File: config.mk
export PLATFORM = sky130hd
export DESIGN_NAME = apb_master_ctrl_flat
export DESIGN_NICKNAME = d
export VERILOG_FILES = /design/src/rtl/apb_pkg.sv /design/src/rtl/apb_master_ctrl_if.sv /design/src/rtl/apb_addr_decoder.sv /design/src/rtl/apb_master_ctrl.sv /design/src/flat_wrapper.sv
export SDC_FILE = /design/constraint.sdc
export NUM_CORES = 1
export LEC_CHECK = 0
export ABC_AREA = 1
export BUFFER_PORTS_ARGS = -buffer_cell sky130_fd_sc_hd__buf_4
export CORE_MARGIN = 2
export CORE_UTILIZATION = 30
export CTS_CLUSTER_SIZE = 8
export DETAILED_ROUTE_END_ITERATION = 6
export PLACE_DENSITY = 0.67
export SLEW_MARGIN = 20
export SYNTH_ARGS = -nofsm -noshare
export SYNTH_HDL_FRONTEND = slang
export SYNTH_SLANG_ARGS = --single-unit
File: constraint.sdc
create_clock -name PCLK -period 2.6 [get_ports PCLK]
set_input_delay 0.52 -clock PCLK [delete_from_list [all_inputs] [get_ports PCLK]]
set_output_delay 0.52 -clock PCLK [all_outputs]
set_load 0.1 [all_outputs]
File: src/rtl/apb_pkg.sv
// Shared definitions for the APB master controller: FSM states, default sizing, slave address map.
// Latency: n/a (types, constants and a pure helper function only).
// Backpressure: n/a.
//
// Slave i occupies the 4 KB page at SLV_BASE0 + i*0x1000. Decoding therefore only needs to look at
// address bits [31:12] and compare them against the page number of each slave.
package apb_pkg;

  localparam int unsigned DEF_NUM_SLV = 4;
  localparam int unsigned DEF_TIMEOUT = 16;

  // Base address of slave 0. Later slaves follow at a 4 KB stride.
  localparam logic [31:0] SLV_BASE0   = 32'h1000_0000;
  localparam logic [19:0] SLV_PAGE0   = SLV_BASE0[31:12];

  typedef enum logic [1:0] {
    IDLE   = 2'd0,
    SETUP  = 2'd1,
    ACCESS = 2'd2
  } apb_state_e;

  // Page number (address bits [31:12]) that selects slave idx.
  function automatic logic [19:0] slv_page(input int unsigned idx);
    return SLV_PAGE0 + idx[19:0];
  endfunction

endpackage

File: src/rtl/apb_master_ctrl_if.sv
// Bundles the requester handshake and the APB bus of the controller into one port.
// Latency: n/a (wires only).
// Backpressure: requester holds transfer until ready; APB slaves stall through PREADY.
//
// Requester side : transfer, write, addr, wdata -> controller; rdata, ready, err <- controller.
// APB side       : PADDR, PWRITE, PENABLE, PWDATA, PSEL -> slaves; PRDATA, PREADY <- slaves.
// modport master : the controller's view.  modport slave : the requester + slaves' view.
interface apb_master_ctrl_if
  import apb_pkg::*;
#(
  parameter int unsigned NUM_SLV = DEF_NUM_SLV
) ();

  // requester handshake
  logic                        transfer;
  logic                        write;
  logic [31:0]                 addr;
  logic [31:0]                 wdata;
  logic [31:0]                 rdata;
  logic                        ready;
  logic                        err;

  // APB bus
  logic [31:0]                 PADDR;
  logic                        PWRITE;
  logic                        PENABLE;
  logic [31:0]                 PWDATA;
  logic [NUM_SLV-1:0]          PSEL;
  logic [NUM_SLV-1:0][31:0]    PRDATA;
  logic [NUM_SLV-1:0]          PREADY;

  modport master (
    input  transfer, write, addr, wdata, PRDATA, PREADY,
    output rdata, ready, err, PADDR, PWRITE, PENABLE, PWDATA, PSEL
  );

  modport slave (
    output transfer, write, addr, wdata, PRDATA, PREADY,
    input  rdata, ready, err, PADDR, PWRITE, PENABLE, PWDATA, PSEL
  );

endinterface

File: src/rtl/apb_addr_decoder.sv
// Maps an address page to a one-hot slave select, flagging pages that hit no slave.
// Latency: combinational.
// Backpressure: none.
//
// Ports: addr     - address bits [31:12] (the page number; page offset is irrelevant here)
//        sel      - one-hot select, all zero when unmapped
//        unmapped - high when no slave owns the page
module apb_addr_decoder
  import apb_pkg::*;
#(
  parameter int unsigned NUM_SLV = DEF_NUM_SLV
) (
  input  logic [31:12]        addr,
  output logic [NUM_SLV-1:0]  sel,
  output logic                unmapped
);

  always_comb begin
    sel = '0;
    for (int unsigned i = 0; i < NUM_SLV; i++) begin
      sel[i] = (addr == slv_page(i));
    end
    unmapped = ~|sel;
  end

endmodule

File: src/rtl/apb_master_ctrl.sv
// APB master: turns single held requests into SETUP/ACCESS bus cycles with wait-state timeout.
// Latency: ready two cycles after transfer is sampled in IDLE with a zero-wait slave.
// Backpressure: requester holds transfer until ready; PREADY low stretches ACCESS up to TIMEOUT cycles.
//
// Ports: PCLK   - clock
//        PRESET - synchronous reset, active low
//        bus    - apb_master_ctrl_if.master (requester handshake + APB bus)
// The interface instance must be built with the same NUM_SLV as this module.
module apb_master_ctrl
  import apb_pkg::*;
#(
  parameter int unsigned NUM_SLV = DEF_NUM_SLV,
  parameter int unsigned TIMEOUT = DEF_TIMEOUT
) (
  input  logic                 PCLK,
  input  logic                 PRESET,
  apb_master_ctrl_if.master    bus
);

  localparam int unsigned      CNT_W    = (TIMEOUT > 1) ? $clog2(TIMEOUT) : 1;
  localparam logic [CNT_W-1:0] CNT_LAST = CNT_W'(TIMEOUT - 1);

  apb_state_e          state_q, state_d;

  // registered request; drives the APB address/data phase unchanged until completion
  logic [31:0]         paddr_q;
  logic [31:0]         pwdata_q;
  logic                pwrite_q;
  logic [CNT_W-1:0]    wait_q;

  logic [NUM_SLV-1:0]  dec_sel;
  logic                dec_unmapped;
  logic                sel_ready;
  logic [31:0]         sel_rdata;
  logic                timeout_hit;

  // FSM control / outputs
  logic                load_req;
  logic                wait_clr;
  logic                wait_inc;
  logic                psel_en;
  logic                penable;
  logic                done;
  logic                done_err;
  logic [31:0]         done_rdata;

  // Decode from the registered address so PSEL stays stable for the whole transfer.
  apb_addr_decoder #(
    .NUM_SLV (NUM_SLV)
  ) u_dec (
    .addr     (paddr_q[31:12]),
    .sel      (dec_sel),
    .unmapped (dec_unmapped)
  );

  // Only the selected slave's PREADY/PRDATA matter; the select is one-hot so an AND-OR mux suffices.
  assign sel_ready = |(bus.PREADY & dec_sel);

  always_comb begin
    sel_rdata = '0;
    for (int unsigned i = 0; i < NUM_SLV; i++) begin
      sel_rdata = sel_rdata | ({32{dec_sel[i]}} & bus.PRDATA[i]);
    end
  end

  assign timeout_hit = (wait_q == CNT_LAST);

  always_comb begin
    state_d    = state_q;
    load_req   = 1'b0;
    wait_clr   = 1'b0;
    wait_inc   = 1'b0;
    psel_en    = 1'b0;
    penable    = 1'b0;
    done       = 1'b0;
    done_err   = 1'b0;
    done_rdata = '0;

    case (state_q)
      IDLE: begin
        if (bus.transfer) begin
          load_req = 1'b1;
          state_d  = SETUP;
        end
      end

      SETUP: begin
        psel_en  = 1'b1;
        wait_clr = 1'b1;
        state_d  = ACCESS;
      end

      ACCESS: begin
        psel_en = 1'b1;
        penable = 1'b1;
        // A completion strobe is suppressed in a reset cycle: the transfer is being aborted.
        // PREADY wins over a simultaneous timeout, so that case completes without error.
        if (PRESET && (dec_unmapped || sel_ready || timeout_hit)) begin
          done     = 1'b1;
          done_err = dec_unmapped || !sel_ready;
          if (!dec_unmapped && sel_ready && !pwrite_q) begin
            done_rdata = sel_rdata;
          end
          // Back-to-back: a request already waiting goes straight to SETUP.
          if (bus.transfer) begin
            load_req = 1'b1;
            state_d  = SETUP;
          end else begin
            state_d  = IDLE;
          end
        end else begin
          wait_inc = 1'b1;
        end
      end

      default: state_d = IDLE;
    endcase
  end

  always_ff @(posedge PCLK) begin
    if (!PRESET) begin
      state_q  <= IDLE;
      paddr_q  <= '0;
      pwdata_q <= '0;
      pwrite_q <= 1'b0;
      wait_q   <= '0;
    end else begin
      state_q <= state_d;
      if (load_req) begin
        paddr_q  <= bus.addr;
        pwdata_q <= bus.wdata;
        pwrite_q <= bus.write;
      end
      if (wait_clr) begin
        wait_q <= '0;
      end else if (wait_inc) begin
        wait_q <= wait_q + CNT_W'(1);
      end
    end
  end

  assign bus.PADDR   = paddr_q;
  assign bus.PWDATA  = pwdata_q;
  assign bus.PWRITE  = pwrite_q;
  assign bus.PENABLE = penable;
  assign bus.PSEL    = psel_en ? dec_sel : '0;

  assign bus.ready   = done;
  assign bus.err     = done_err;
  assign bus.rdata   = done_rdata;

endmodule

File: src/flat_wrapper.sv
// flat-port wrapper written by rule: the top's interface ports become plain ports
module apb_master_ctrl_flat import apb_pkg::*;
#(
  parameter int unsigned NUM_SLV = DEF_NUM_SLV,
  parameter int unsigned TIMEOUT = DEF_TIMEOUT
)
  (PCLK, PRESET, bus_transfer, bus_write, bus_addr, bus_wdata, bus_PRDATA, bus_PREADY, bus_rdata, bus_ready, bus_err, bus_PADDR, bus_PWRITE, bus_PENABLE, bus_PWDATA, bus_PSEL);
  apb_master_ctrl_if #(.NUM_SLV(NUM_SLV)) bus_i ();
  input  logic PCLK;
  input  logic PRESET;
  input wire logic [$bits(bus_i.transfer)-1:0] bus_transfer;
  input wire logic [$bits(bus_i.write)-1:0] bus_write;
  input wire logic [$bits(bus_i.addr)-1:0] bus_addr;
  input wire logic [$bits(bus_i.wdata)-1:0] bus_wdata;
  input wire logic [$bits(bus_i.PRDATA)-1:0] bus_PRDATA;
  input wire logic [$bits(bus_i.PREADY)-1:0] bus_PREADY;
  output wire logic [$bits(bus_i.rdata)-1:0] bus_rdata;
  output wire logic [$bits(bus_i.ready)-1:0] bus_ready;
  output wire logic [$bits(bus_i.err)-1:0] bus_err;
  output wire logic [$bits(bus_i.PADDR)-1:0] bus_PADDR;
  output wire logic [$bits(bus_i.PWRITE)-1:0] bus_PWRITE;
  output wire logic [$bits(bus_i.PENABLE)-1:0] bus_PENABLE;
  output wire logic [$bits(bus_i.PWDATA)-1:0] bus_PWDATA;
  output wire logic [$bits(bus_i.PSEL)-1:0] bus_PSEL;
  assign bus_i.transfer = bus_transfer;
  assign bus_i.write = bus_write;
  assign bus_i.addr = bus_addr;
  assign bus_i.wdata = bus_wdata;
  assign bus_i.PRDATA = bus_PRDATA;
  assign bus_i.PREADY = bus_PREADY;
  assign bus_rdata = bus_i.rdata;
  assign bus_ready = bus_i.ready;
  assign bus_err = bus_i.err;
  assign bus_PADDR = bus_i.PADDR;
  assign bus_PWRITE = bus_i.PWRITE;
  assign bus_PENABLE = bus_i.PENABLE;
  assign bus_PWDATA = bus_i.PWDATA;
  assign bus_PSEL = bus_i.PSEL;
  apb_master_ctrl #(.NUM_SLV(NUM_SLV), .TIMEOUT(TIMEOUT)) u_core (.PCLK(PCLK), .PRESET(PRESET), .bus(bus_i));
endmodule
==> results of run 1 <==
==> cell type report <==
class                      instances  area share, %
timing repair buffer             337           36.5
multi-input combinational        485           31.4
sequential                        71           17.0
inverter                         205           8.78
tap                              216           3.07
clock buffer                      11           2.76
clock inverter                     5          0.455
antenna                            1         0.0284
==> cell families (layout without fill, tap and decap cells) <==
logic type | Yosys count | after routing | synth area share (%)
compound gates | 136 | 136 | 15.7
xor+xnor | 2 | 2 | 0.361
fa+ha+maj | 5 | 5 | 1.29
buf+inv | 258 | 558 | 21.9
flops | 71 | 71 | 29.2
other cells | 0 | 1 | 0
simple gates | 342 | 342 | 31.5
==> worst min-delay path: cells and delay by family <==
family	cells	cell delay (ps)
compound gates	1	30
buf+inv	1	70
simple gates	1	80
==> how the worst max path moves through the flow <==
| stage | to | cells past startpoint | start |
|---|---|---|---|
| 2_1_floorplan | bus_rdata[10] | 13 | u_core.bus.PADDR[27] |
| 3_3_place_gp | bus_rdata[1] | 10 | u_core.bus.PADDR[16] |
| 3_5_place_dp | bus_rdata[1] | 10 | u_core.bus.PADDR[16] |
| 4_1_cts | bus_rdata[22] | 15 | u_core.bus.PADDR[15] |
| 5_1_grt | bus_rdata[6] | 16 | u_core.bus.PADDR[21] |
| 6_report | bus_rdata[6] | 15 | u_core.bus.PADDR[15] |
==> registers in the layout, summed over array words and instances, names as in the netlist <==
register,flops
u_core.bus.PWRITE,1
u_core.state_q,2
u_core.wait_q,4
u_core.bus.PADDR,32
u_core.bus.PWDATA,32
==> metrics by stage <==
stage | setup TNS (ps) | util (%) | setup slack, ps | cell area [µm²] | cells
finish | -6170 | 55.5 | -236 | 8810 | 1331
global placement | 0 | 48.6 | 8.30 | 7720 | 1301
global route | -10990 | 55.5 | -373 | 8810 | 1331
CTS | -6430 | 55.0 | -226 | 8740 | 1329
floorplan | -23200 | - | -740 | 5150 | 814
detailed placement | -10.6 | 48.6 | -6.01 | 7720 | 1301
==> placed cells by master, fill, tap and decap left out, drive strengths merged <==
cell type	Yosys	routed
nor2	155	155
nand2	93	93
nor3	1	1
ha	5	5
o21bai	1	1
nand3	81	81
diode	0	1
o22ai	64	64
clkinvlp	0	2
and3	1	1
nand4	10	10
a21oi	71	71
clkbuf	31	12
dfxtp	71	71
xor2	2	2
buf	22	336
inv	205	207
nand3b	1	1
clkinv	0	1
==> power by group through the flow <==
| stage | clock network (W) | registers [W] | logic (W) |
|---|---|---|---|
| after floorplan | 0 | 0.00403 | 0.00155 |
| after global placement | 0 | 0.00171 | 0.00500 |
| after detailed placement | 0 | 0.00172 | 0.00502 |
| after CTS | 0.00121 | 0.00173 | 0.00519 |
| after global routing | 0.00125 | 0.00179 | 0.00555 |
| final | 0.00117 | 0.00174 | 0.00521 |
==> routing by layer <==
| layer | part of all wire, % | global-route usage (%) | up-vias | routed length (µm) |
|---|---|---|---|---|
| li1 | - | - | 3107 | - |
| met1 | 38 | 23.3 | 2710 | 7250 |
| met2 | 49 | 37.7 | 235 | 9530 |
| met3 | 9.8 | 7.68 | 32 | 1890 |
| met4 | 3.0 | 7.97 | 0 | 569 |
| met5 | 0 | 0 | - | 0 |
==> what timing repair did <==
action / 4_1_cts / 5_1_grt
buffers inserted: 8 / 2
cloned: 4 / 1
endpoints found under the setup margin: 34 / 35
pin swaps: 12 / 15
resized for setup: 138 / 15
==> impl_metrics.toml, run 1 <==
[critical_path]
timing.reg2reg.setup_slack_ps = 360
cp_slowest_cell = "dfxtp_4"
cp_slowest_stage_delay_ps = 350
path_cells = "nor2_4, buf_6, nand3_2, nor2_2, nand4_1, nand2_1, nor2_2, nand2_2, nand2_4, nor2_4, nand3_4, buf_12, clkbuf_16, nor2_4, buf_12"
crit_top_cell = "nor2_4"
reg2reg_to = "u_core.bus.PADDR[12]"
critPathRequiredTime_ps = 2080
path_class = "flop to output port"
critical_path.max_fanout = 5
critPathLaunchType = "flop"
rr_worst_depth = 13
end_kind = "output port"
cp_num_buf_inv = 4
crit_family = "simple AND/OR/NAND/NOR gates"
worstPathArrival_ps = 2320
r2r_start = "u_core.bus.PADDR[15]"

[power]
vdd_drop_max_uv = 745
sequentialPowerShare_pct = 21.4
finalPower_w = 0.00812
power.density_mw_per_mm2 = 922
p_sw_w = 0.00455
power_frac_comb_pct = 64.2
power_frac_clock_pct = 14.5
switching_share_pct = 56.0
p_int_w = 0.00357
power.leakage_nw = 4.54

[hold_path]
whs_path_depth = 3
holdPathEnd = "u_core.bus.PWDATA[31]"
worstHoldPathType = "input port to flop"
hp-start = "bus_wdata[31]"

[clock_network]
clk_pin_slew_ps = 60
clockBufferDepth = 2
cts_buffers = 9
clockRootBuffer = "clkbuf_16"
cts_tree = "yes"
h-tree-depth = 3
postCtsHoldBufs = 0
clock-sinks = 71
clock_latency_ps = 330

[yosys]
synth_most_common_cell = "inv_1"
synth_top_cell_by_area = "dfxtp_1"
synth-seq-cells = 71
synth_edf_count = 0
syn_inst = 814
ys_seq_area_share_pct = 29.2
syn-cell-area_mm2 = 0.00486
ys_types = 24
synth.top_cells.by_area = "dfxtp_1, inv_1, nor2_1, nand3_1, o22ai_1"
syn_avg_cell_area_um2 = 5.97
ys_warn_count = 0
synth_fp_nets = 1019
yosysTopAreaCellShare_pct = 29.2
ys.flop_type = "dfxtp_1"
async_flop_share_pct = 0
synth_common_cells = "inv_1, nor2_1, nand2_1"

[placement]
dp.final_hpwl_um = 13700
io_buffers = 303
place.gp.congestion = 0.894

[route]
drt_wl_total_um = 19200
wl_per_cell_um = 14.5
vias_per_cell = 4.57
drtIter0Drc = 281
antenna_left = 0
vias = 6084
drc_errors = 0
dr.pass1.iters = 7

[floorplan]
start_util_pct = 30.6
die_y_um = 131
die_width_um = 131
ioPinCount = 304
design.core.area_mm2 = 0.0159
die_area_mm2 = 0.0172
rows = 46

[sta]
hold-worst-slack_ps = 403
max_freq_mhz = 353
fin_skew_ps = 11.4
setup_violations = 33
rsz0062_at_grt = "yes"
worst_pin_slew_ps = 747
layout_min_cycle_time_ps = 2840
hold_violations = 0
layout_setup_ws_ps = -236
maxSlewViolCount = 0
post-route-period-util_pct = 109
slew_headroom_pct = 50.2

[run_status]
violations = "setup timing"
status = "complete, but fails checks"

[grt]
grt_usage_pct = 21.3
grt_max_degree = 69
antenna_found_initial = 1
grt_pass1_vias = 5846
overflow = 0
grt_pass1_wl_um = 30000

[cells_and_area]
n_fill_cell = 1500
area_delta_synth_final_pct = 81.3
multi_input_area_mm2 = 0.00277
final_nets = 1314
drive_gt1_share_pct = 40.3
ff_latch_area_mm2 = 0.00150

[flow_run]
maxCapViolCount = 0
Power figures use the tool's default switching activity.
==> run 2: changes to the inputs <==
Settings changed: CORE_ASPECT_RATIO set to 1.2.
==> run 2 against run 1 <==
  * Global-route usage is 0.36 points higher
  * Sequential share of layout area is 0.16 points higher
  * Non-clock buffer count is 4 higher
  * Largest cell class unchanged
  * Wire length is 1.5% higher
  * First-iteration DRC count is 4.6% higher
  * Register-to-register slack worse by 160 ps
  * Die area hardly changed
  * Combinational power is 2% lower
  * Fmax is 2.0% lower
  * Sequential power hardly changed
  * Critical path depth is 2 lower
  * Count of clock-buffer cells in the layout stayed put
  * The run still ends with setup timing left
==> impl_metrics.toml, run 2 (synthesis gave the netlist of run 1 again) <==
[critical_path]
cp_slowest_stage_delay_ps = 350
path_cells = "nor2_2, nand2_2, nor2_2, nand4_1, nand2_1, nor2_2, nand2_2, nand2_4, nor2_4, nand3_4, buf_8, nor2_4, buf_12"
critical_path.max_fanout = 5
critPathRequiredTime_ps = 2080
path_class = "flop to output port"
critPathLaunchType = "flop"
r2r_start = "u_core.bus.PADDR[16]"
rr_worst_depth = 13
end_kind = "output port"
worstPathArrival_ps = 2370
crit_family = "simple AND/OR/NAND/NOR gates"
cp_num_buf_inv = 2
timing.reg2reg.setup_slack_ps = 200
crit_top_cell = "nor2_2"
reg2reg_to = "u_core.bus.PWDATA[18]"
cp_slowest_cell = "dfxtp_4"

[hold_path]
whs_path_depth = 3
worstHoldPathType = "input port to flop"
hp-start = "bus_wdata[9]"
holdPathEnd = "u_core.bus.PWDATA[9]"

[flow_run]
maxCapViolCount = 0

[clock_network]
clock_latency_ps = 330
clockBufferDepth = 2
h-tree-depth = 3
cts_buffers = 9
clockRootBuffer = "clkbuf_16"
cts_tree = "yes"
clock-sinks = 71
clk_pin_slew_ps = 60
postCtsHoldBufs = 0

[sta]
layout_setup_ws_ps = -294
hold_violations = 0
fin_skew_ps = 7.95
post-route-period-util_pct = 111
maxSlewViolCount = 0
hold-worst-slack_ps = 403
setup_violations = 33
layout_min_cycle_time_ps = 2890
max_freq_mhz = 346
worst_pin_slew_ps = 712
rsz0062_at_grt = "yes"
slew_headroom_pct = 52.5

[cells_and_area]
drive_gt1_share_pct = 41.1
diodes = 0
final_nets = 1318
final_common_cell = "buf_4"
area_delta_synth_final_pct = 79.6
n_fill_cell = 1526
mostFrequentLayoutCells = "buf_4, inv_1, nor2_1, nand2_1, nand3_1"

[grt]
grt_usage_pct = 21.6
grt_max_degree = 112
grt_pass1_vias = 5719
overflow = 0
antenna_found_initial = 0
grt_pass1_wl_um = 29400

[floorplan]
rows = 50
die_area_mm2 = 0.0172
die_y_um = 143
die_width_um = 120
ioPinCount = 304
design.core.area_mm2 = 0.0157
start_util_pct = 30.9

[power]
vdd_drop_max_uv = 760
finalPower_w = 0.00803
power.density_mw_per_mm2 = 920
power.leakage_nw = 4.52

[route]
vias_per_cell = 4.54
drtIter0Drc = 294
vias = 6018
antenna_left = 0
drc_errors = 0
dr.pass1.iters = 5
drt_wl_total_um = 19500
wl_per_cell_um = 14.7

[placement]
place.gp.congestion = 0.799
dp.final_hpwl_um = 14200
place_ws_ps = -19.7
io_buffers = 303

[run_status]
status = "complete, but fails checks"
violations = "setup timing"
[run 2: cell count changes in the layout (fill, tap and decap cells not counted), sizes merged]
cell,delta
buf,+5
clkbuf,-1
clkinvlp,-1
inv,-2
clkinv,+3
diode,-1
[run 2: metal layers]
| layer | vias to the layer above | wire length [µm] | global-route usage (%) |
|---|---|---|---|
| met5 | - | 0 | 0 |
| met4 | 0 | 546 | 8.05 |
| met3 | 29 | 2340 | 8.81 |
| met2 | 270 | 9160 | 36.4 |
| met1 | 2602 | 7480 | 24.6 |
| li1 | 3117 | - | - |
[run 2: worst reg2reg max path: cells and delay by family (launching register included)]
family	cells	cell delay (ps)
flip-flops	1	350
AO/OA/AOI/OAI	1	210
buffers and inverters	3	550
AND/OR/NAND/NOR	9	1190
[run 2: what timing repair did]
item / CTS / global route
buffers inserted: 7 / 1
gates resized for setup: 128 / 25
pin swaps: 11 / 5
endpoints found under the setup margin: 34 / 39
cloned: 1 / 0
[run 2: worst max path at each step]
stage	startpoint	end	slack [ps]	depth (start not counted)
2_1_floorplan	u_core.bus.PADDR[27]	bus_rdata[10]	-740	13
3_3_place_gp	u_core.bus.PADDR[16]	bus_rdata[11]	-10	11
3_5_place_dp	u_core.bus.PADDR[14]	bus_rdata[31]	-20	13
4_1_cts	u_core.bus.PADDR[20]	bus_rdata[26]	-250	13
5_1_grt	u_core.bus.PADDR[16]	bus_rdata[26]	-460	13
6_report	u_core.bus.PADDR[16]	bus_rdata[26]	-290	13
[run 2: cell type report]
class	instances	area [µm²]	share of cell area (%)
timing repair buffer	341	3160	36.3
multi-input combinational	485	2750	31.5
sequential	71	1500	17.1
inverter	205	773	8.86
tap	208	260	2.98
clock buffer	11	254	2.91
clock inverter	5	30.0	0.344
[run 2: report_power, final]
part,internal [W],total (W),switching [W]
registers,0.00149,0.00173,0.000238
clock network,0.000701,0.00117,0.000465
logic,0.00134,0.00513,0.00380
total,0.00353,0.00803,0.00450
[run 2: stage by stage]
| stage | util (%) | setup TNS (ps) | instances | instance area [µm²] |
|---|---|---|---|---|
| floorplan | - | -23200 | 814 | 5150 |
| global placement | 49.3 | -16.9 | 1301 | 7750 |
| detailed placement | 49.3 | -57.4 | 1301 | 7750 |
| CTS | 54.9 | -7090 | 1325 | 8630 |
| global route | 55.6 | -13870 | 1326 | 8730 |
| finish | 55.6 | -8210 | 1326 | 8730 |
